[src/rtl/flag_producer_if.sv]
// Execute-stage to flag-producer bundle: ALU/shifter results, flag-write controls,
// decode condition, and the committed/forwarded flag views returned to the pipeline.
interface flag_producer_if #(
   parameter int WIDTH = 32
);
   logic             ex_valid;
   logic [1:0]       ex_flagw;
   logic             ex_condex;
   logic [WIDTH-1:0] alu_result;
   logic             alu_cout;
   logic             alu_vout;
   logic             alu_arith;
   logic             shift_cout;
   logic             flush;
   logic [3:0]       dec_cond;
   logic [3:0]       Flags;
   logic [3:0]       flags_fwd;
   logic             pending;
   logic             stall;

   modport master (
      output ex_valid, ex_flagw, ex_condex, alu_result, alu_cout, alu_vout,
             alu_arith, shift_cout, flush, dec_cond,
      input  Flags, flags_fwd, pending, stall
   );

   modport slave (
      input  ex_valid, ex_flagw, ex_condex, alu_result, alu_cout, alu_vout,
             alu_arith, shift_cout, flush, dec_cond,
      output Flags, flags_fwd, pending, stall
   );
endinterface

[src/rtl/flag_producer.sv]
// NZCV producer: captures flags from execute, holds them one pending cycle, then commits.
// Build option FLAG_FWD_EN: forward pending flags to the checker instead of stalling decode.
module flag_producer #(
   parameter int WIDTH = 32
) (
   input logic           clk,
   input logic           reset_n,
   flag_producer_if.slave bus
);
   localparam logic [3:0] COND_AL = 4'b1110;

   logic       p_valid_q, p_valid_d;
   logic [1:0] p_mask_q,  p_mask_d;
   logic [3:0] p_nzcv_q,  p_nzcv_d;
   logic [3:0] flags_q,   flags_d;
   logic       capture_s;
   logic [3:0] fwd_view_s;
   logic [3:0] cap_nzcv_s;
   logic [3:0] flags_fwd_s;
   logic       stall_s;

   function automatic logic [3:0] overlay(input logic [3:0] base,
                                          input logic [3:0] upd,
                                          input logic [1:0] mask);
      logic [3:0] r;
      r = base;
      if (mask[1]) begin
         r[3:2] = upd[3:2];
      end else begin
         r[3:2] = base[3:2];
      end
      if (mask[0]) begin
         r[1:0] = upd[1:0];
      end else begin
         r[1:0] = base[1:0];
      end
      return r;
   endfunction

   // Capture qualification, architectural view including the pending write, and new NZCV.
   always_comb begin
      capture_s  = bus.ex_valid & bus.ex_condex & (|bus.ex_flagw) & ~bus.flush;
      fwd_view_s = flags_q;
      if (p_valid_q) begin
         fwd_view_s = overlay(flags_q, p_nzcv_q, p_mask_q);
      end else begin
         fwd_view_s = flags_q;
      end
      // Logical ops keep V from the newest flags, which may still be pending.
      cap_nzcv_s[3] = bus.alu_result[WIDTH-1];
      cap_nzcv_s[2] = (bus.alu_result == '0);
      cap_nzcv_s[1] = bus.alu_arith ? bus.alu_cout : bus.shift_cout;
      cap_nzcv_s[0] = bus.alu_arith ? bus.alu_vout : fwd_view_s[0];
   end

   // Next-state: commit the pending write unless flushed, then load the new capture.
   always_comb begin
      flags_d   = flags_q;
      p_valid_d = capture_s;
      p_mask_d  = p_mask_q;
      p_nzcv_d  = p_nzcv_q;
      if (p_valid_q & ~bus.flush) begin
         flags_d = overlay(flags_q, p_nzcv_q, p_mask_q);
      end else begin
         flags_d = flags_q;
      end
      if (capture_s) begin
         p_mask_d = bus.ex_flagw;
         p_nzcv_d = cap_nzcv_s;
      end else begin
         p_mask_d = p_mask_q;
         p_nzcv_d = p_nzcv_q;
      end
   end

   // State registers.
   always_ff @(posedge clk or negedge reset_n) begin
      if (!reset_n) begin
         flags_q   <= 4'b0000;
         p_valid_q <= 1'b0;
         p_mask_q  <= 2'b00;
         p_nzcv_q  <= 4'b0000;
      end else begin
         flags_q   <= flags_d;
         p_valid_q <= p_valid_d;
         p_mask_q  <= p_mask_d;
         p_nzcv_q  <= p_nzcv_d;
      end
   end

   // Checker view and decode hold depend on whether forwarding is built in.
   always_comb begin
`ifdef FLAG_FWD_EN
      flags_fwd_s = fwd_view_s;
      stall_s     = 1'b0;
`else
      flags_fwd_s = flags_q;
      stall_s     = reset_n & (bus.dec_cond != COND_AL) & capture_s;
`endif
   end

   assign bus.Flags     = flags_q;
   assign bus.pending   = p_valid_q;
   assign bus.flags_fwd = flags_fwd_s;
   assign bus.stall     = stall_s;

endmodule

[src/flat_wrapper.sv]
// flat-port wrapper written by rule: the top's interface ports become plain ports
module flag_producer_flat 
#(
   parameter int WIDTH = 32
)
  (clk, reset_n, bus_ex_valid, bus_ex_flagw, bus_ex_condex, bus_alu_result, bus_alu_cout, bus_alu_vout, bus_alu_arith, bus_shift_cout, bus_flush, bus_dec_cond, bus_Flags, bus_flags_fwd, bus_pending, bus_stall);
  flag_producer_if #(.WIDTH(WIDTH)) bus_i ();
  input logic clk;
  input logic reset_n;
  input wire logic [$bits(bus_i.ex_valid)-1:0] bus_ex_valid;
  input wire logic [$bits(bus_i.ex_flagw)-1:0] bus_ex_flagw;
  input wire logic [$bits(bus_i.ex_condex)-1:0] bus_ex_condex;
  input wire logic [$bits(bus_i.alu_result)-1:0] bus_alu_result;
  input wire logic [$bits(bus_i.alu_cout)-1:0] bus_alu_cout;
  input wire logic [$bits(bus_i.alu_vout)-1:0] bus_alu_vout;
  input wire logic [$bits(bus_i.alu_arith)-1:0] bus_alu_arith;
  input wire logic [$bits(bus_i.shift_cout)-1:0] bus_shift_cout;
  input wire logic [$bits(bus_i.flush)-1:0] bus_flush;
  input wire logic [$bits(bus_i.dec_cond)-1:0] bus_dec_cond;
  output wire logic [$bits(bus_i.Flags)-1:0] bus_Flags;
  output wire logic [$bits(bus_i.flags_fwd)-1:0] bus_flags_fwd;
  output wire logic [$bits(bus_i.pending)-1:0] bus_pending;
  output wire logic [$bits(bus_i.stall)-1:0] bus_stall;
  assign bus_i.ex_valid = bus_ex_valid;
  assign bus_i.ex_flagw = bus_ex_flagw;
  assign bus_i.ex_condex = bus_ex_condex;
  assign bus_i.alu_result = bus_alu_result;
  assign bus_i.alu_cout = bus_alu_cout;
  assign bus_i.alu_vout = bus_alu_vout;
  assign bus_i.alu_arith = bus_alu_arith;
  assign bus_i.shift_cout = bus_shift_cout;
  assign bus_i.flush = bus_flush;
  assign bus_i.dec_cond = bus_dec_cond;
  assign bus_Flags = bus_i.Flags;
  assign bus_flags_fwd = bus_i.flags_fwd;
  assign bus_pending = bus_i.pending;
  assign bus_stall = bus_i.stall;
  flag_producer #(.WIDTH(WIDTH)) u_core (.clk(clk), .reset_n(reset_n), .bus(bus_i));
endmodule
[config.mk]
export PLATFORM = sky130hd
export DESIGN_NAME = flag_producer_flat
export DESIGN_NICKNAME = d
export VERILOG_FILES = /design/src/rtl/flag_producer_if.sv /design/src/rtl/flag_producer.sv /design/src/flat_wrapper.sv
export SDC_FILE = /design/constraint.sdc
export NUM_CORES = 1
export LEC_CHECK = 0
export CAP_MARGIN = 20
export CELL_PAD_IN_SITES_DETAIL_PLACEMENT = 1
export CELL_PAD_IN_SITES_GLOBAL_PLACEMENT = 2
export CORE_MARGIN = 5
export CORE_UTILIZATION = 17
export CTS_BUF_LIST = sky130_fd_sc_hd__clkbuf_8
export DETAILED_ROUTE_END_ITERATION = 8
export GPL_ROUTABILITY_DRIVEN = 0
export PLACE_DENSITY = 0.84
export SLEW_MARGIN = 20
export SYNTH_ARGS = -nofsm -noshare
export SYNTH_HDL_FRONTEND = slang
export SYNTH_SLANG_ARGS = --single-unit
[constraint.sdc]
create_clock -name clk -period 1.3 [get_ports clk]
set_clock_uncertainty 0.15 [all_clocks]
set_input_delay 0.195 -clock clk [delete_from_list [all_inputs] [get_ports clk]]
set_output_delay 0.195 -clock clk [all_outputs]
set_load 0.1 [all_outputs]
-- After elaboration in Yosys (flattened, before gate mapping)
Index checks and enable logic that the tools add are counted.
- bits in latches: 0
- logic and storage cells: 19
- memory bits (read-only): 0
- output and inout port bits: 10
- memories kept: 0
- bits in registers: 11
- bits in writable memories: 0
- equal/unequal tests: 1
- mux-type cells: 5
- reduce and logical (&&, ||, !) cells: 2
- divide/modulo/power cells: 0
- shift-type cells: 0
- multiply operators: 0
- bitwise logic cells: 7
- order comparisons: 0
- add/sub/neg operators: 0
- operator list (operator ; count):
    32-bit logical NOT ; 1
    1-bit bitwise AND ; 6
    2-bit 2-to-1 mux ; 2
    4-bit != test (second input constant) ; 1
    1-bit 2-to-1 mux ; 3
    2-bit OR reduction ; 1
    1-bit NOT ; 1

-- Depth between registers and ports, before layout
- word-level depth: 4
- depth in mapped cells: 3

-- Worst setup path after synthesis
Ideal clock, no wire load.
- kind: reg-to-reg
- start point: register u_core.p_valid_q, in the netlist u_core.bus.pending
- end point: register u_core.flags_q[0], in the netlist u_core.bus.Flags[0]
- slack: -548 ps
- library setup time: 128 ps
- buffers on the path: 0
- stages on the path, launching flop included: 4
- data required time: 1022 ps
- arrival time: 1570 ps
- cell sequence: dfrtp_1 nand2_1 nor2_1 mux2_1
- cells in the longest elaborated chain, start to end: 1
- RTL lines (item ; line ; text):
    from (decl) ; flag_producer.sv:12 ; logic p_valid_q, p_valid_d;
    from (signal assigned) ; flag_producer.sv:85 ; p_valid_q <= p_valid_d;
    1-bit bitwise AND ; flag_producer.sv:62 ; if (p_valid_q & ~bus.flush) begin
    to (signal assigned) ; flag_producer.sv:84 ; flags_q <= flags_d;
    to (decl) ; flag_producer.sv:15 ; logic [3:0] flags_q, flags_d;
No other way between the ends.
A chain may end at the register's enable or synchronous reset.

-- Worst setup path after layout
- start point: register u_core.p_valid_q, in the netlist u_core.bus.pending
- end point: output port bus_pending
- RTL lines (item ; line ; text):
    to (decl) ; flat_wrapper.sv:22 ; output wire logic [$bits(bus_i.pending)-1:0] bus_pending;
No word-level cell between the ends.

==> flow_summary.toml <==
[run_status]
status = "complete, but fails checks"
violations = "setup timing"

[routing]
via_count = 670
ant_nets = 0
drt_iter0_markers = 8
drc = 0
totalWireLength_microns = 2550
drtPass1Iterations = 3
vias_per_cell = 4.01
post_drt_wl_per_cell_microns = 15.3

[grt]
grt_pass1_vias = 880
antenna_found_initial = 0
grt_max_degree = 12
track_usage_pct = 10.7
overflow = 0
grt_pass1_wl_microns = 4210

[setup_path]
r2r-start = "u_core.bus.pending"
rr_worst_depth = 4
worstSetupPathType = "reg2out"
path_cells = "buf_6 -> buf_12"
r2r_slack_ns = -0.01
cp_num_buf_inv = 2
crit_fanout = 4
critical-path-top-delay-family = "flip-flops"
endpoint_kind = "output port"
slowest_stage = "dfrtp_4"
start_kind = "flop"
slowest_delay_ns = 0.50
cp.required_ns = 0.95
r2r_end = "u_core.bus.Flags[0]"
crit_arrival_ns = 1.01

[die]
pin_count = 57
initial_core_util_pct = 17.4
dieWidth_microns = 71.0
coreArea_sq_um = 3630
rows = 22
dieArea_sq_um = 5040
die_h_microns = 71.0

[layout]
final_util_pct = 43.1
areaGrowthSynthToFinish_pct = 148
diodes = 0
drive_above_1_share_pct = 47.1
fin_area_sq_um = 1570
nets = 167

[power_and_ir_drop]
power_density_nw_per_um2 = 1360
p_leak_nw = 0.794
peakVddDrop_uv = 506

[synth]
synth-seq-cells = 11
ys_types = 21
yosysTopAreaCellShare_pct = 43.6
synth_area_sq_um = 632
synthCells = 50
synth_area_leader_cell = "dfrtp_1"
yosysSeqAreaShare_pct = 43.6
avgSynthCellArea_sq_um = 12.6
syn_nets = 97
netlist_top_cells_area = "dfrtp_1 44%, mux2_1 14%, nor4_2 7.9%, nor4_1 5.0%, buf_4 4.8%"
yosys_warnings = 0

[clock_network]
clock_sinks = 11
ctsRootBufferMaster = "clkbuf_8"
cts_inserted_buffers = 3
clk_pin_slew_ns = 0.05
htree_levels = 1
cts_tree = "yes"
clk_path_buf_depth = 2
worstSkewPairLatency_ns = 0.23

[timing]
setup_viol = 5
clock.fmax_ghz = 0.738
final_max_slew_viol_count = 0
layout_setup_ws_ns = -0.0547
post-route-period-util_pct = 104
tightestPinTransition_ns = 0.296
hold_viol = 0
fin_tns_setup_ns = -0.162
min_period_ns = 1.35
rsz0062_at_grt = "true"
max-slew-margin-rel_pct = 80.1

[worst_hold_path]
min_to = "u_core.p_mask_q[1]"
hold_depth = 2
hold_path.class = "in2reg"
min-delay-start = "bus_ex_flagw[1]"

[placed_design]
placement.cell_area_sq_um = 1440
io_buffers = 56

[job]
cap_violations = 0
-- final cells by class --
class	count	area [sq um]
fillers	408	2070
repair buffers	69	772
multi-input cells	34	393
flip-flops and latches	11	294
well taps	48	60.1
clock buffers	3	41.3
clock inverters	1	3.75
inverters	1	3.75
-- cell usage after synthesis --
cell type,instances
dfrtp_1,11
mux2_1,8
nor4_1,5
buf_4,4
nor4_2,4
nand4_1,2
nor2_4,2
a211oi_1,1
a21o_1,1
and3_1,1
inv_1,1
mux2_2,1
nand2_1,1
nand3b_1,1
nand3b_4,1
nand4b_1,1
nor2_1,1
o21ai_1,1
o21ba_1,1
o32ai_1,1
o41ai_2,1
-- registers in the layout (all words and copies together), names as in the netlist --
name / cells
u_core.p_mask_q: 2
u_core.bus.pending: 1
u_core.bus.Flags: 4
u_core.p_nzcv_q: 4
-- layout by cell type, fill, tap and decap left out, types with 2 or more instances in the layout --
cell type	netlist	layout
clkbuf_2	0	2
buf_12	0	10
inv_1	1	2
clkdlybuf4s50_1	0	10
nor2_4	2	3
dlygate4sd2_1	0	14
mux2_4	0	5
dlymetal6s2s_1	0	16
mux2_1	8	4
clkbuf_8	0	3
dfrtp_1	11	6
buf_4	4	10
buf_2	0	2
buf_6	0	3
nand4_1	2	2
nor4_1	5	2
dfrtp_4	0	5
nor4_2	4	7
-- per-layer routing --
metal  track usage, %  up-vias  share of wire, %
met5                0        -                 0
met4             4.38        0                 0
met3             2.41        0               5.1
met2             21.2       29                60
met1             10.3      310                35
li1                 -      331                 -
-- stage by stage --
step	hold WS, ns	setup slack [ns]	total power [mW]	std cells
finish	0.0948	-0.0547	2.14	167
global route	0.107	-0.0781	2.21	167
CTS	0.225	-0.0577	2.16	166
detailed placement	0.330	-0.409	1.81	159
global placement	0.322	-0.365	1.79	159
floorplan	-0.251	-0.100	1.26	50
-- repair_timing --
item | in CTS | in global routing
hold endpoints to repair | 11 | 0
hold buffers | 1 | 0
endpoints found under the setup margin | 12 | 10
gates resized for setup | 36 | 24
pin swaps | 13 | 12
setup buffers | 2 | 1
-- logic make-up (layout without fill, tap and decap cells) --
group,after synthesis,in the layout,synth area share (%)
AND/OR/NAND/NOR,19,19,26.3
flip-flops,11,11,43.6
AO/OA/AOI/OAI,6,6,8.71
buffers and inverters,5,74,5.35
multiplexers,9,9,16.0
-- worst reg2reg max path, stage by stage, from the launching register on --
cell	delay, ns
dfrtp_4	0.50
buf_4	0.15
nand2_4	0.07
nor2_4	0.05
mux2_4	0.28
-- power breakdown --
group | switching [mW] | internal (mW) | total, mW | leakage (nW)
Sequential | 0.0887 | 0.444 | 0.533 | 0.131
Clock | 0.122 | 0.207 | 0.328 | 0.0269
Combinational | 0.735 | 0.540 | 1.27 | 0.637
-- worst max-delay path by stage --
stage                             startpoint                   to  slack (ns)  cells past startpoint
after floorplan           u_core.bus.pending  u_core.bus.Flags[0]       -0.10                      3
after global placement       bus_ex_flagw[0]            bus_stall       -0.36                      5
after detailed placement           bus_flush   u_core.p_mask_q[0]       -0.41                      5
after CTS                 u_core.bus.pending          bus_pending       -0.06                      2
after global routing      u_core.bus.pending          bus_pending       -0.08                      2
final                     u_core.bus.pending          bus_pending       -0.05                      2
Power figures use the tool's default switching activity.
